File: src/rtl/spi_controller.sv
// spi_controller: write-only SPI mode-0 initiator.
//
// Takes register-write requests (4-bit address, 8-bit data) over a
// valid/ready handshake and sends each one as a single 16-bit frame,
// MSB first: {1'b1, 3'b000, addr[3:0], data[7:0]}.
//
// Optional feature macro: SPI_CTRL_ADDR_CHECK_EN
//   When defined, a request with req_addr > 4 is accepted but not sent.
//   One cycle after acceptance, err and done pulse together.
//   When undefined, every address is sent unchanged and err is tied 0.
//
// Ports:
//   clk        in   system clock
//   rst_n      in   asynchronous active-low reset
//   req_valid  in   write request present
//   req_ready  out  high only in IDLE
//   req_addr   in   [3:0] register address, sampled at acceptance
//   req_data   in   [7:0] register value, sampled at acceptance
//   busy       out  high from the cycle after acceptance until done
//   done       out  one-cycle pulse when a request completes
//   err        out  one-cycle pulse on address rejection
//   SCLK       out  SPI clock, idle low
//   nCS        out  chip select, active low, idle high
//   COPI       out  serial data; changes only while SCLK is low
//   state_dbg  out  [2:0] current FSM state (IDLE=0, SETUP=1, HIGH=2,
//                   LOW=3, HOLD=4, GAP=5, REJECT=6)
//
// Handshake: a request is accepted on a clk edge where
// req_valid && req_ready. req_valid is ignored outside IDLE. req_addr and
// req_data may change freely once the request is accepted.
//
// Timing, in clk cycles counted from the acceptance edge:
//   - nCS is low for 33*HALF_PERIOD cycles. That is SETUP, 16 HIGH,
//     15 LOW and HOLD, each lasting HALF_PERIOD cycles.
//   - done is asserted at cycle 1 + 33*HALF_PERIOD + GAP_CYCLES.
// HALF_PERIOD must be at least 4 so that each SCLK level survives the
// peripheral's 3-flop synchroniser.
module spi_controller #(
  parameter int HALF_PERIOD = 4,
  parameter int GAP_CYCLES  = 8
) (
  input  logic       clk,
  input  logic       rst_n,
  input  logic       req_valid,
  output logic       req_ready,
  input  logic [3:0] req_addr,
  input  logic [7:0] req_data,
  output logic       busy,
  output logic       done,
  output logic       err,
  output logic       SCLK,
  output logic       nCS,
  output logic       COPI,
  output logic [2:0] state_dbg
);

  localparam int MAX_CNT = (HALF_PERIOD > GAP_CYCLES) ? HALF_PERIOD : GAP_CYCLES;
  localparam int CW      = $clog2(MAX_CNT) + 1;
  localparam logic [CW-1:0] HP_LAST  = CW'(HALF_PERIOD - 1);
  localparam logic [CW-1:0] GAP_LAST = CW'(GAP_CYCLES - 1);

  typedef enum logic [2:0] {
    S_IDLE   = 3'd0,
    S_SETUP  = 3'd1,
    S_HIGH   = 3'd2,
    S_LOW    = 3'd3,
    S_HOLD   = 3'd4,
    S_GAP    = 3'd5,
    S_REJECT = 3'd6
  } state_t;

  state_t        state_q, state_d;
  logic [CW-1:0] cnt_q;    // cycles spent in the current state
  logic [3:0]    bit_q;    // index of the bit currently on COPI
  logic [15:0]   shift_q;  // COPI is always shift_q[15]

  logic sclk_d, ncs_d, busy_d, ready_d, done_d;
  logic sclk_q, ncs_q, busy_q, ready_q, done_q;

  // ---------------------------------------------------------------------
  // Process 1: state register
  // ---------------------------------------------------------------------
  always_ff @(posedge clk or negedge rst_n) begin
    if (!rst_n) state_q <= S_IDLE;
    else        state_q <= state_d;
  end

  // ---------------------------------------------------------------------
  // Process 2: next-state logic
  // ---------------------------------------------------------------------
  always_comb begin
    state_d = state_q;
    unique case (state_q)
      S_IDLE: begin
        if (req_valid && ready_q) begin
`ifdef SPI_CTRL_ADDR_CHECK_EN
          state_d = (req_addr > 4'd4) ? S_REJECT : S_SETUP;
`else
          state_d = S_SETUP;
`endif
        end
      end
      S_SETUP:  if (cnt_q == HP_LAST) state_d = S_HIGH;
      S_HIGH:   if (cnt_q == HP_LAST) state_d = (bit_q == 4'd0) ? S_HOLD : S_LOW;
      S_LOW:    if (cnt_q == HP_LAST) state_d = S_HIGH;
      S_HOLD:   if (cnt_q == HP_LAST) state_d = S_GAP;
      S_GAP:    if (cnt_q == GAP_LAST) state_d = S_IDLE;
      S_REJECT: state_d = S_IDLE;
      default:  state_d = S_IDLE;
    endcase
  end

  // ---------------------------------------------------------------------
  // Process 3: output logic
  // Outputs are computed from the state being entered and then
  // registered. This makes every pin a flop and removes any
  // combinational path from req_* to the pins.
  // ---------------------------------------------------------------------
  always_comb begin
    sclk_d  = (state_d == S_HIGH);
    ncs_d   = !((state_d == S_SETUP) || (state_d == S_HIGH) ||
                (state_d == S_LOW)   || (state_d == S_HOLD));
    busy_d  = (state_d == S_SETUP) || (state_d == S_HIGH) || (state_d == S_LOW) ||
              (state_d == S_HOLD)  || (state_d == S_GAP);
    ready_d = (state_d == S_IDLE);
    // The done pulse lands in the first IDLE cycle after GAP, which is
    // also the cycle in which busy falls.
    done_d  = ((state_q == S_GAP) && (state_d == S_IDLE)) || (state_d == S_REJECT);
  end

  always_ff @(posedge clk or negedge rst_n) begin
    if (!rst_n) begin
      sclk_q  <= 1'b0;
      ncs_q   <= 1'b1;
      busy_q  <= 1'b0;
      ready_q <= 1'b1;
      done_q  <= 1'b0;
    end else begin
      sclk_q  <= sclk_d;
      ncs_q   <= ncs_d;
      busy_q  <= busy_d;
      ready_q <= ready_d;
      done_q  <= done_d;
    end
  end

  // Datapath: phase counter, bit counter and shifter.
  always_ff @(posedge clk or negedge rst_n) begin
    if (!rst_n) begin
      cnt_q   <= '0;
      bit_q   <= 4'd0;
      shift_q <= 16'h0000;
    end else begin
      // The phase counter restarts on every state change. It never
      // exceeds the longest hold, so it cannot wrap.
      if ((state_d != state_q) || (state_q == S_IDLE)) cnt_q <= '0;
      else                                             cnt_q <= cnt_q + CW'(1);

      if ((state_q == S_IDLE) && (state_d == S_SETUP)) begin
        shift_q <= {1'b1, 3'b000, req_addr, req_data};
        bit_q   <= 4'd15;
      end else if ((state_q == S_HIGH) && (state_d == S_LOW)) begin
        // SCLK falls on this same edge, so COPI only moves while SCLK is low.
        shift_q <= {shift_q[14:0], 1'b0};
        bit_q   <= bit_q - 4'd1;
      end else if (state_d == S_GAP) begin
        shift_q <= 16'h0000;  // COPI returns to 0 while nCS is high
      end
    end
  end

`ifdef SPI_CTRL_ADDR_CHECK_EN
  logic err_q;
  always_ff @(posedge clk or negedge rst_n) begin
    if (!rst_n) err_q <= 1'b0;
    else        err_q <= (state_d == S_REJECT);
  end
  assign err = err_q;
`else
  assign err = 1'b0;
`endif

  assign SCLK      = sclk_q;
  assign nCS       = ncs_q;
  assign COPI      = shift_q[15];
  assign busy      = busy_q;
  assign req_ready = ready_q;
  assign done      = done_q;
  assign state_dbg = state_q;

endmodule

File: config.mk
export PLATFORM = sky130hd
export DESIGN_NAME = spi_controller
export DESIGN_NICKNAME = d
export VERILOG_FILES = /design/src/rtl/spi_controller.sv
export SDC_FILE = /design/constraint.sdc
export NUM_CORES = 1
export LEC_CHECK = 0
export ABC_AREA = 1
export CAP_MARGIN = 20
export CELL_PAD_IN_SITES_DETAIL_PLACEMENT = 1
export CELL_PAD_IN_SITES_GLOBAL_PLACEMENT = 1
export CORE_ASPECT_RATIO = 0.7
export CORE_MARGIN = 8
export CORE_UTILIZATION = 40
export DETAILED_ROUTE_END_ITERATION = 16
export PLACE_DENSITY = 0.83
export SLEW_MARGIN = 5
export SYNTH_ARGS = -nofsm -noshare
export SYNTH_HDL_FRONTEND = slang
export SYNTH_SLANG_ARGS = --single-unit
File: constraint.sdc
create_clock -name clk -period 1.77 [get_ports clk]
set_input_delay 0.4425 -clock clk [delete_from_list [all_inputs] [get_ports clk]]
set_output_delay 0.4425 -clock clk [all_outputs]
set_load 0.005 [all_outputs]
==> reports/results.ini <==
[cts]
clk_latency_ns = 0.29
postCtsSetupBuffers = 0
clkSinkCount = 32
hold_buffers = 0
cts_root_buf = clkbuf_8
clk_pin_slew_ns = 0.07
cts_max_level = 2
tritoncts = yes
numCtsBuffers = 5
cts_buffer_depth = 2

[pwr]
leakage_nw = 0.921
power_density_mw_per_mm2 = 728
power_mw = 1.48
ir_drop_v = 0.000664

[synth]
synth_seq_area_share = 0.517
async_flop_share = 1.00
ys_seq_elements = 32
synth_edf_count = 0
synth_top_area_share = 0.483
synth-main-ff-cell = dfrtp_1
synth_nets = 188
syn_inst = 171
synth_area_per_cell_um2 = 9.09
yosysUniqueCellTypes = 32
yosysTopAreaCell = dfrtp_1
synthTopCellsByArea = dfrtp_1, nand2_1, inv_1, o211ai_1, nand3_1
synth.cell_area_mm2 = 0.00155
yosys_warnings = 0

[placed_design]
place_inst = 249
hpwl_um = 3200
gp_congestion = 0.880
port_buffers = 23

[worst_setup_path]
crit_chain = clkdlybuf4s50_1
critPathMaxFanout = 7
crit_path_start_kind = flip-flop
crit_family = buffers and inverters
slowest_stage = clkdlybuf4s50_1
worst-path-buf-inv = 1
worst-setup-path-type = reg2out
cp-end-kind = primary output
critPathMaxStageDelay_ns = 0.53
worstPathRequired_ns = 1.33
cp_data_arrival_time_ns = 1.26

[drt]
routed-via-count = 1303
wl_per_cell_um = 17.0
post-route-drc-count = 0
drt-total-wl_um = 4370
drtAntennaViolNets = 0
drt_iter0_markers = 54
dr.pass1.iters = 4
via_per_inst = 5.07

[sta]
hold_ws_ns = 0.496
fin_setup_tns_ns = 0
fmax_ghz = 0.587
period_share = 0.963
timing.final.crit_period_ns = 1.70
maxSlewViolCount = 0
skew_ns = 0.00625
hold_violations = 0
setup_violations = 0

[layout]
nets = 221
multi_input_area_um2 = 636
final_layout_size_suffix_gt1_frac = 0.185
antenna_cells = 0
nFillCells = 438
area_delta_synth_final_pct = 30.4
stdcell_count = 257
seq_area_um2 = 806

[global_route]
grt_max_degree = 33
grt_util_all_layers = 0.148
grt_antenna_before_repair = 0
overflow = 0
grt_pass1_vias = 1421
grt_pass1_wl_um = 7020

[floorplan]
coreArea_mm2 = 0.00383
start_util = 0.406
ios = 25
rows = 19
die_h_um = 68.2
die_x_um = 90.5
die_area_mm2 = 0.00617

[flow_run]
drv_cap = 0

[status]
run_status = finished, final reports clean

[min_path]
worstHoldPathType = reg2reg

final cells by class:
class | count | share of cell area
clock buffers | 5 | 0.0340
inverters | 29 | 0.0556
clock inverters | 3 | 0.0210
flip-flops and latches | 32 | 0.398
multi-input cells | 106 | 0.314
repair buffers | 30 | 0.146
well taps | 52 | 0.0321
what timing repair did:
| action | in CTS | in global routing |
|---|---|---|
| pin swaps | 0 | 0 |
| setup endpoints to repair | 3 | 13 |
| gates resized for setup | 3 | 6 |
| hold endpoints to repair | 0 | 0 |
cells in the final DEF (no fill, tap or decap), types with 2 or more instances in the layout:
cell,count
nand2_1,32
dfrtp_1,28
inv_1,25
clkdlybuf4s50_1,21
nand3_1,17
o211ai_1,13
nor2_1,8
buf_4,6
clkbuf_8,5
nand2_4,4
nor3_1,4
o21ai_0,4
inv_2,3
nand2_2,3
o22ai_1,3
nand4_1,2
clkinvlp_4,2
a21oi_1,2
dfstp_2,2
dfrtp_2,2
final timing paths:
kind,startpoint,endpoint,slack (ns),cells after the start
max in group asynchronous,rst_n,req_ready,0.86,2
hold / removal,cnt_q[0],cnt_q[0],0.50,1
setup reg to reg,cnt_q[0],shift_q[11],0.12,8
hold reg to reg,cnt_q[0],cnt_q[0],0.50,1
setup / recovery,state_dbg[0],state_dbg[0],0.07,1
min in group asynchronous,rst_n,shift_q[1],0.58,2
cells by family (layout without fill, tap and decap cells):
kind of cell,after synthesis,in the layout,share of synthesized area
AOI/OAI and AO/OA,23,23,0.0990
other,1,1,0.00241
DFF,32,32,0.517
adders and majority gates,2,2,0.0161
buffers and inverters,33,67,0.0837
and+or+nand+nor,78,78,0.271
xor gates and xnor gates,2,2,0.0113
cell usage after synthesis (2+ instances only):
library cell / number
a21oi_1: 2
buf_2: 2
dfrtp_1: 30
dfstp_2: 2
ha_1: 2
inv_1: 26
inv_2: 2
nand2_1: 32
nand2_2: 4
nand2_4: 3
nand3_1: 17
nand4_1: 2
nor2_1: 8
nor3_1: 4
o211ai_1: 13
o21ai_0: 4
o22ai_1: 3
flip-flops by register name, indices dropped and copies added (netlist names):
name       cells
state_dbg      3
done           1
cnt_q          4
nCS            1
shift_q       16
bit_q          4
req_ready      1
busy           1
SCLK           1
report_power, final:
part           switching, mW  internal (mW)  leakage (nW)
Sequential                 0          0.731         0.365
Clock                  0.281          0.416        0.0541
Combinational         0.0196         0.0282         0.501
Total                  0.301           1.18         0.921
per-stage QoR:
step | utilization | instance area (µm²) | setup slack [ns]
finish | 0.530 | 2030 | 0.0655
detailed placement | 0.495 | 1890 | -0.144
global placement | 0.495 | 1890 | -0.0472
global route | 0.530 | 2030 | -0.0171
floorplan | - | 1550 | 0.281
CTS | 0.524 | 2010 | 0.00178
metal layers:
layer,routed length [µm],track usage,vias up
met5,0,0,-
met4,68,0.0495,0
met2,2180,0.256,19
met1,2000,0.180,656
met3,113,0.0383,7
li1,-,-,621
Power figures use the tool's default switching activity.
==> RTL edit 1: new RTL, config.mk and constraints unchanged <==
The parameter `HALF_PERIOD` goes from 4 to 8. Comments in the files are not updated.
--- a/src/rtl/spi_controller.sv
+++ b/src/rtl/spi_controller.sv
@@ -37,5 +37,5 @@
 // peripheral's 3-flop synchroniser.
 module spi_controller #(
-  parameter int HALF_PERIOD = 4,
+  parameter int HALF_PERIOD = 8,
   parameter int GAP_CYCLES  = 8
 ) (
Check against the original RTL: not equivalent (a bounded check fails within 10 cycles, from zero or initial values and one cycle with rst_n low).
==> RTL edit 1 against the unedited design <==
- sequential cell count is the same
- routed wire length down 2.4%
- core utilization grew 0.72 points
- area after synthesis about the same
- power fell by 11%
- worst setup slack got worse by 0.028 ns
- final area rose by 1.4%
- critical path depth up 8
- critical endpoint is now bit_q[2]
==> RTL edit 1: results (changes against the unedited design) <==
Outcome
  – Outcome: complete, no violations

Global route
  – Met1 Use GR: 15.82% (-2.2 points)
  – Vias in the first global route: 1435 (+0.99%)
  – GRT Util Overall: 13.94% (-0.88 points)
  – First-pass GRT wire length: 6803 µm (-3.1%)
  – Grt met3 use: 4.053% (+0.22 points)
  – M2 GR Usage: 24.59% (-1.0 points)

Power and ir drop
  – VDD IR max: 0.0005503 V (-17%)
  – Internal power: 0.001038 W (-12%)
  – Leakage: 0.9935 nW (+7.9%)

Synth
  – Net Count, Synth: 196 (+4.3%)
  – Most area-consuming cells after synthesis: dfrtp_1 (48%), nand2_1 (7.7%), inv_1 (7.5%), o21bai_1 (5.8%), o21ai_0 (4.8%)
  – Seq/Total Area, Yosys: 51.73% (about the same)
  – Netlist cell types: 29 (-9.4%)
  – Synth top cells by count: nand2_1 (32), inv_1 (31), dfrtp_1 (30)
  – Ys Warns: 0 (unchanged)

Routing
  – Drt first pass iters: 4 (unchanged)
  – DR WL/cell: 16.03 µm (-5.7%)
  – Detailed router's first-iteration violation count: 49 (-9.3%)
  – Via count: 1331 (+2.1%)

Place
  – DP HPWL: 2897 µm (-9.5%)
  – GPL Wtd Cong: 0.8091 (-8.1%)
  – Area after DPL: 1862 µm² (-1.7%)

Critical path
  – Kind of cell adding the most delay to the critical path: simple AND/OR/NAND/NOR gates
  – Slowest stage cell, crit path: dfrtp_1
  – Worst path max stage delay: 0.43 ns (-0.10 ns)
  – Crit path DAT: 1.88 ns (+0.62 ns)
  – Critical path fanouts, max: 6 (-1)

Timing
  – Final setup TNS: 0 ns (unchanged)
  – Clock skew: 0.005473 ns (-0.0007793 ns)

Layout
  – Layout cells sized above 1: 20.56% (+2.0 points)
  – Total Nets Final: 230 (+4.1%)
[RTL edit 1: per-layer routing]
| metal | up-vias | wire length [µm] |
|---|---|---|
| met5 | - | 0 |
| met4 | 0 | 61 |
| met3 | 8 | 173 |
| met2 | 29 | 2146 |
| met1 | 665 | 1883 |
| li1 | 629 | - |
[RTL edit 1: repair_timing]
action / in CTS / in global routing
pin swaps: 0 / 1
endpoints found under the setup margin: 18 / 26
gates resized for setup: 7 / 21
setup buffers: 0 / 4
[RTL edit 1: cell families after synthesis]
family | synth area share (%)
buffers and inverters | 10.31
AND/OR/NAND/NOR | 21.19
flip-flops | 51.73
other | 0.2415
AO/OA/AOI/OAI | 13.78
XOR/XNOR | 1.128
adder cells (fa/ha/maj) | 1.611
[RTL edit 1: layout make-up]
cell class                      count  area, µm²
Sequential cell                    32      805.8
Clock inverter                      1      5.005
Inverter                           33      125.1
Clock buffer                        7      76.32
Tap cell                           52      65.06
Fill cell                         449       1773
Timing Repair Buffer               32      311.5
Multi-Input combinational cell    109      665.6
[RTL edit 1: worst register-to-register path: stages, from the launching register on]
cell and delay, ns:
dfrtp_1 0.43, ha_4 0.19, nand2_1 0.11, nor2_4 0.06
nor2_1 0.18, inv_2 0.09, nand3_4 0.11, nor2_1 0.09
a21oi_1 0.20, o21ai_0 0.14
[RTL edit 1: power by group through the flow]
stage / registers [W] / clock network [W] / logic [W]
floorplan: 0.000745 / 0 / 0.00000206
global placement: 0.000745 / 0 / 0.0000513
detailed placement: 0.000745 / 0 / 0.0000524
CTS: 0.000731 / 0.000545 / 0.0000525
global route: 0.000731 / 0.000578 / 0.0000562
finish: 0.000732 / 0.000537 / 0.0000512
[RTL edit 1: final timing paths]
path | start | to | slack [ns] | depth (start not counted)
setup / recovery | cnt_q[1] | bit_q[2] | 0.04 | 9
hold / removal | bit_q[0] | bit_q[0] | 0.51 | 2
setup reg to reg | cnt_q[1] | bit_q[2] | 0.04 | 9
hold reg to reg | bit_q[0] | bit_q[0] | 0.51 | 2
max in group asynchronous | rst_n | req_ready | 1.00 | 2
min in group asynchronous | rst_n | shift_q[6] | 0.52 | 2
[RTL edit 1: through the flow]
stage / instances / worst slack, ns / power (W) / util, %
6_report: 266 / 0.03741 / 0.001319 / 53.68
5_1_grt: 266 / -0.03347 / 0.001365 / 53.68
4_1_cts: 262 / 0.01201 / 0.001329 / 51.26
3_5_place_dp: 254 / -0.09191 / 0.0007974 / 48.64
3_3_place_gp: 254 / 0.06461 / 0.0007962 / 48.64
2_1_floorplan: 179 / 0.2737 / 0.0007472 / -
==> RTL edit 2: new RTL, config.mk and constraints unchanged <==
Without the edit above. Register the output `state_dbg` once more, with the module's reset; this adds one clock of latency there. The other outputs are not delayed to match.
--- a/src/rtl/spi_controller.sv
+++ b/src/rtl/spi_controller.sv
@@ -187,5 +187,11 @@
   assign req_ready = ready_q;
   assign done      = done_q;
-  assign state_dbg = state_q;
+  always_ff @(posedge clk or negedge rst_n) begin
+    if (!rst_n) begin
+      state_dbg <= '0;
+    end else begin
+      state_dbg <= state_q;
+    end
+  end
 
 endmodule
Check against the original RTL: not equivalent (a bounded check fails within 4 cycles, from zero or initial values and one cycle with rst_n low).
==> RTL edit 2 against the unedited design <==
- register-to-register slack worse by 0.02 ns
- critical path type is now reg2reg
- area after synthesis is 6.8% higher
- count of clock-buffer cells in the layout stayed put
- final area is 6.5% higher
- power is 7.6% higher
- routed wire length is 2.4% lower
- worst setup slack better by 0.039 ns
- sequential cell count is 3 higher
- sequential share of layout area is 0.92 points higher
==> RTL edit 2: results (changes against the unedited design) <==
Clocking
  – CTS buffer count: 5 (unchanged)
  – Clock root buffer: clkbuf_8
  – H-tree Lvls: 2 (unchanged)
  – Clock Tree Buf Depth: 2 (unchanged)

Global route
  – M2 GR Usage: 22.47% (-3.1 points)
  – Largest net degree at the start of global routing: 36 (+9.1%)
  – Grt met3 use: 3.842% (+0.0085 points)
  – Vias in the first global route: 1465 (+3.1%)
  – GRT Util Overall: 14.18% (-0.63 points)
  – Met1 Use GR: 17.68% (-0.34 points)
  – First-pass GRT wire length: 7300 µm (+3.9%)
  – Initial antenna violation count: 0 (unchanged)

Place
  – GPL Wtd Cong: 0.8524 (-3.2%)
  – Placement Setup Slack: -0.05130 ns (+0.09261 ns)
  – Number of port buffers: 23 (unchanged)
  – DP HPWL: 3103 µm (-3.0%)
  – Cell Count Post-Placement: 263 (+5.6%)

Layout
  – Reg area: 878.3 µm² (+9.0%)
  – Layout cells sized above 1: 19.37% (+0.83 points)
  – Total Nets Final: 238 (+7.7%)
  – Fillers: 469 (+7.1%)
  – Biggest regs: shift_q: 16 flops, bit_q: 4 flops, cnt_q: 4 flops
  – Diodes inserted: 0 (unchanged)

Timing
  – Clock skew: 0.009947 ns (+0.003694 ns)
  – Final hold vios: 0 (unchanged)
  – WHS: 0.4872 ns (-0.008762 ns)

Routing
  – Drt first pass iters: 4 (unchanged)
  – Detailed router's first-iteration violation count: 44 (-19%)
  – Via count: 1376 (+5.6%)
  – Total Routed Length: 4267 µm (-2.4%)
  – DR WL/cell: 15.57 µm (-8.4%)

Synth
  – Syn Area/Cell: 8.975 µm² (-1.2%)
  – Synth top cells by count: dfrtp_1 (33), inv_1 (26), nand2_1 (24)
  – Most area-consuming cells after synthesis: dfrtp_1 (50%), o21ai_0 (6.9%), inv_1 (5.9%), nand2_1 (5.4%), o21ai_1 (4.5%)
  – Netlist cell types: 26 (-19%)
  – Net Count, Synth: 202 (+7.4%)
  – FFs w/ async S/R, synth: 100.0% (unchanged)
  – Ys Warns: 0 (unchanged)
  – Seq/Total Area, Yosys: 52.90% (+1.2 points)

Critical path
  – Crit path DAT: 1.89 ns (+0.63 ns)
  – RR Endpoint: shift_q[6]
  – Critical path fanouts, max: 6 (-1)
  – R2R Setup Slk: 0.10 ns (-0.02 ns)

Power and ir drop
  – VDD IR max: 0.0003700 V (-44%)
  – Leakage: 0.9766 nW (+6.1%)
  – Switching part of the total: 21.34% (+0.95 points)

Min path
  – Hold Crit Class: reg2reg

Outcome
  – Outcome: complete, no violations
==> RTL edit 2: cell families after synthesis <==
| family | count (synthesis) | share of synthesized area [%] |
|---|---|---|
| other | 1 | 0.2259 |
| DFF | 35 | 52.90 |
| and+or+nand+nor | 64 | 19.89 |
| AOI/OAI and AO/OA | 46 | 15.52 |
| xor gates and xnor gates | 2 | 1.055 |
| buffers and inverters | 35 | 8.892 |
| adders and majority gates | 2 | 1.507 |
==> RTL edit 2: layout make-up <==
| class | count | share of cell area, % |
|---|---|---|
| Inverter | 29 | 5.041 |
| Clock buffer | 5 | 3.187 |
| Clock inverter | 3 | 2.028 |
| Tap cell | 52 | 3.013 |
| Sequential cell | 35 | 40.67 |
| Multi-Input combinational cell | 116 | 29.95 |
| Timing Repair Buffer | 34 | 16.11 |
==> RTL edit 2: worst max-delay path by stage <==
stage / startpoint / endpoint / slack (ns) / cells after the start
3_5_place_dp: req_valid / shift_q[3] / -0.05 / 7
2_1_floorplan: cnt_q[0] / bit_q[2] / 0.32 / 7
3_3_place_gp: req_valid / shift_q[7] / 0.03 / 7
5_1_grt: cnt_q[0] / shift_q[6] / -0.03 / 8
4_1_cts: cnt_q[0] / shift_q[3] / 0.05 / 8
6_report: cnt_q[0] / shift_q[6] / 0.10 / 8
==> RTL edit 2: through the flow <==
stage	cell area, µm²	utilization (%)	power, W
final	2160	54.72	0.001589
after global routing	2160	54.72	0.001647
after CTS	2132	54.03	0.001607
after detailed placement	2022	51.24	0.0008692
after global placement	2022	51.24	0.0008683
after floorplan	1660	-	0.0008171
==> RTL edit 2: what timing repair did <==
| item | in CTS | in global routing |
|---|---|---|
| resized for setup | 2 | 1 |
| gates cloned | 0 | 1 |
| setup buffers | 0 | 2 |
| endpoints found under the setup margin | 2 | 13 |
| pin swaps | 0 | 1 |
==> RTL edit 2: power by group through the flow <==
stage	Clock [W]	Sequential, W	Combinational, W
after floorplan	0	0.000815	0.00000206
after global placement	0	0.000815	0.0000536
after detailed placement	0	0.000815	0.0000544
after CTS	0.000753	0.000799	0.0000549
after global routing	0.000790	0.000799	0.0000580
final	0.000737	0.000799	0.0000528
==> RTL edit 2: layer usage <==
metal / vias up / wire [µm]
li1: 667 / -
met1: 682 / 1910
met2: 20 / 2091
met3: 7 / 192
met4: 0 / 72
met5: - / 0
==> RTL edit 2: critical path, stage by stage (launching register included) <==
cell and delay [ns]:
dfrtp_1 0.38, ha_2 0.24, nand2_1 0.10, nor2_4 0.20, nand3_4 0.14, buf_4 0.18
o21ai_0 0.15, o21ai_0 0.12, o21ai_1 0.09
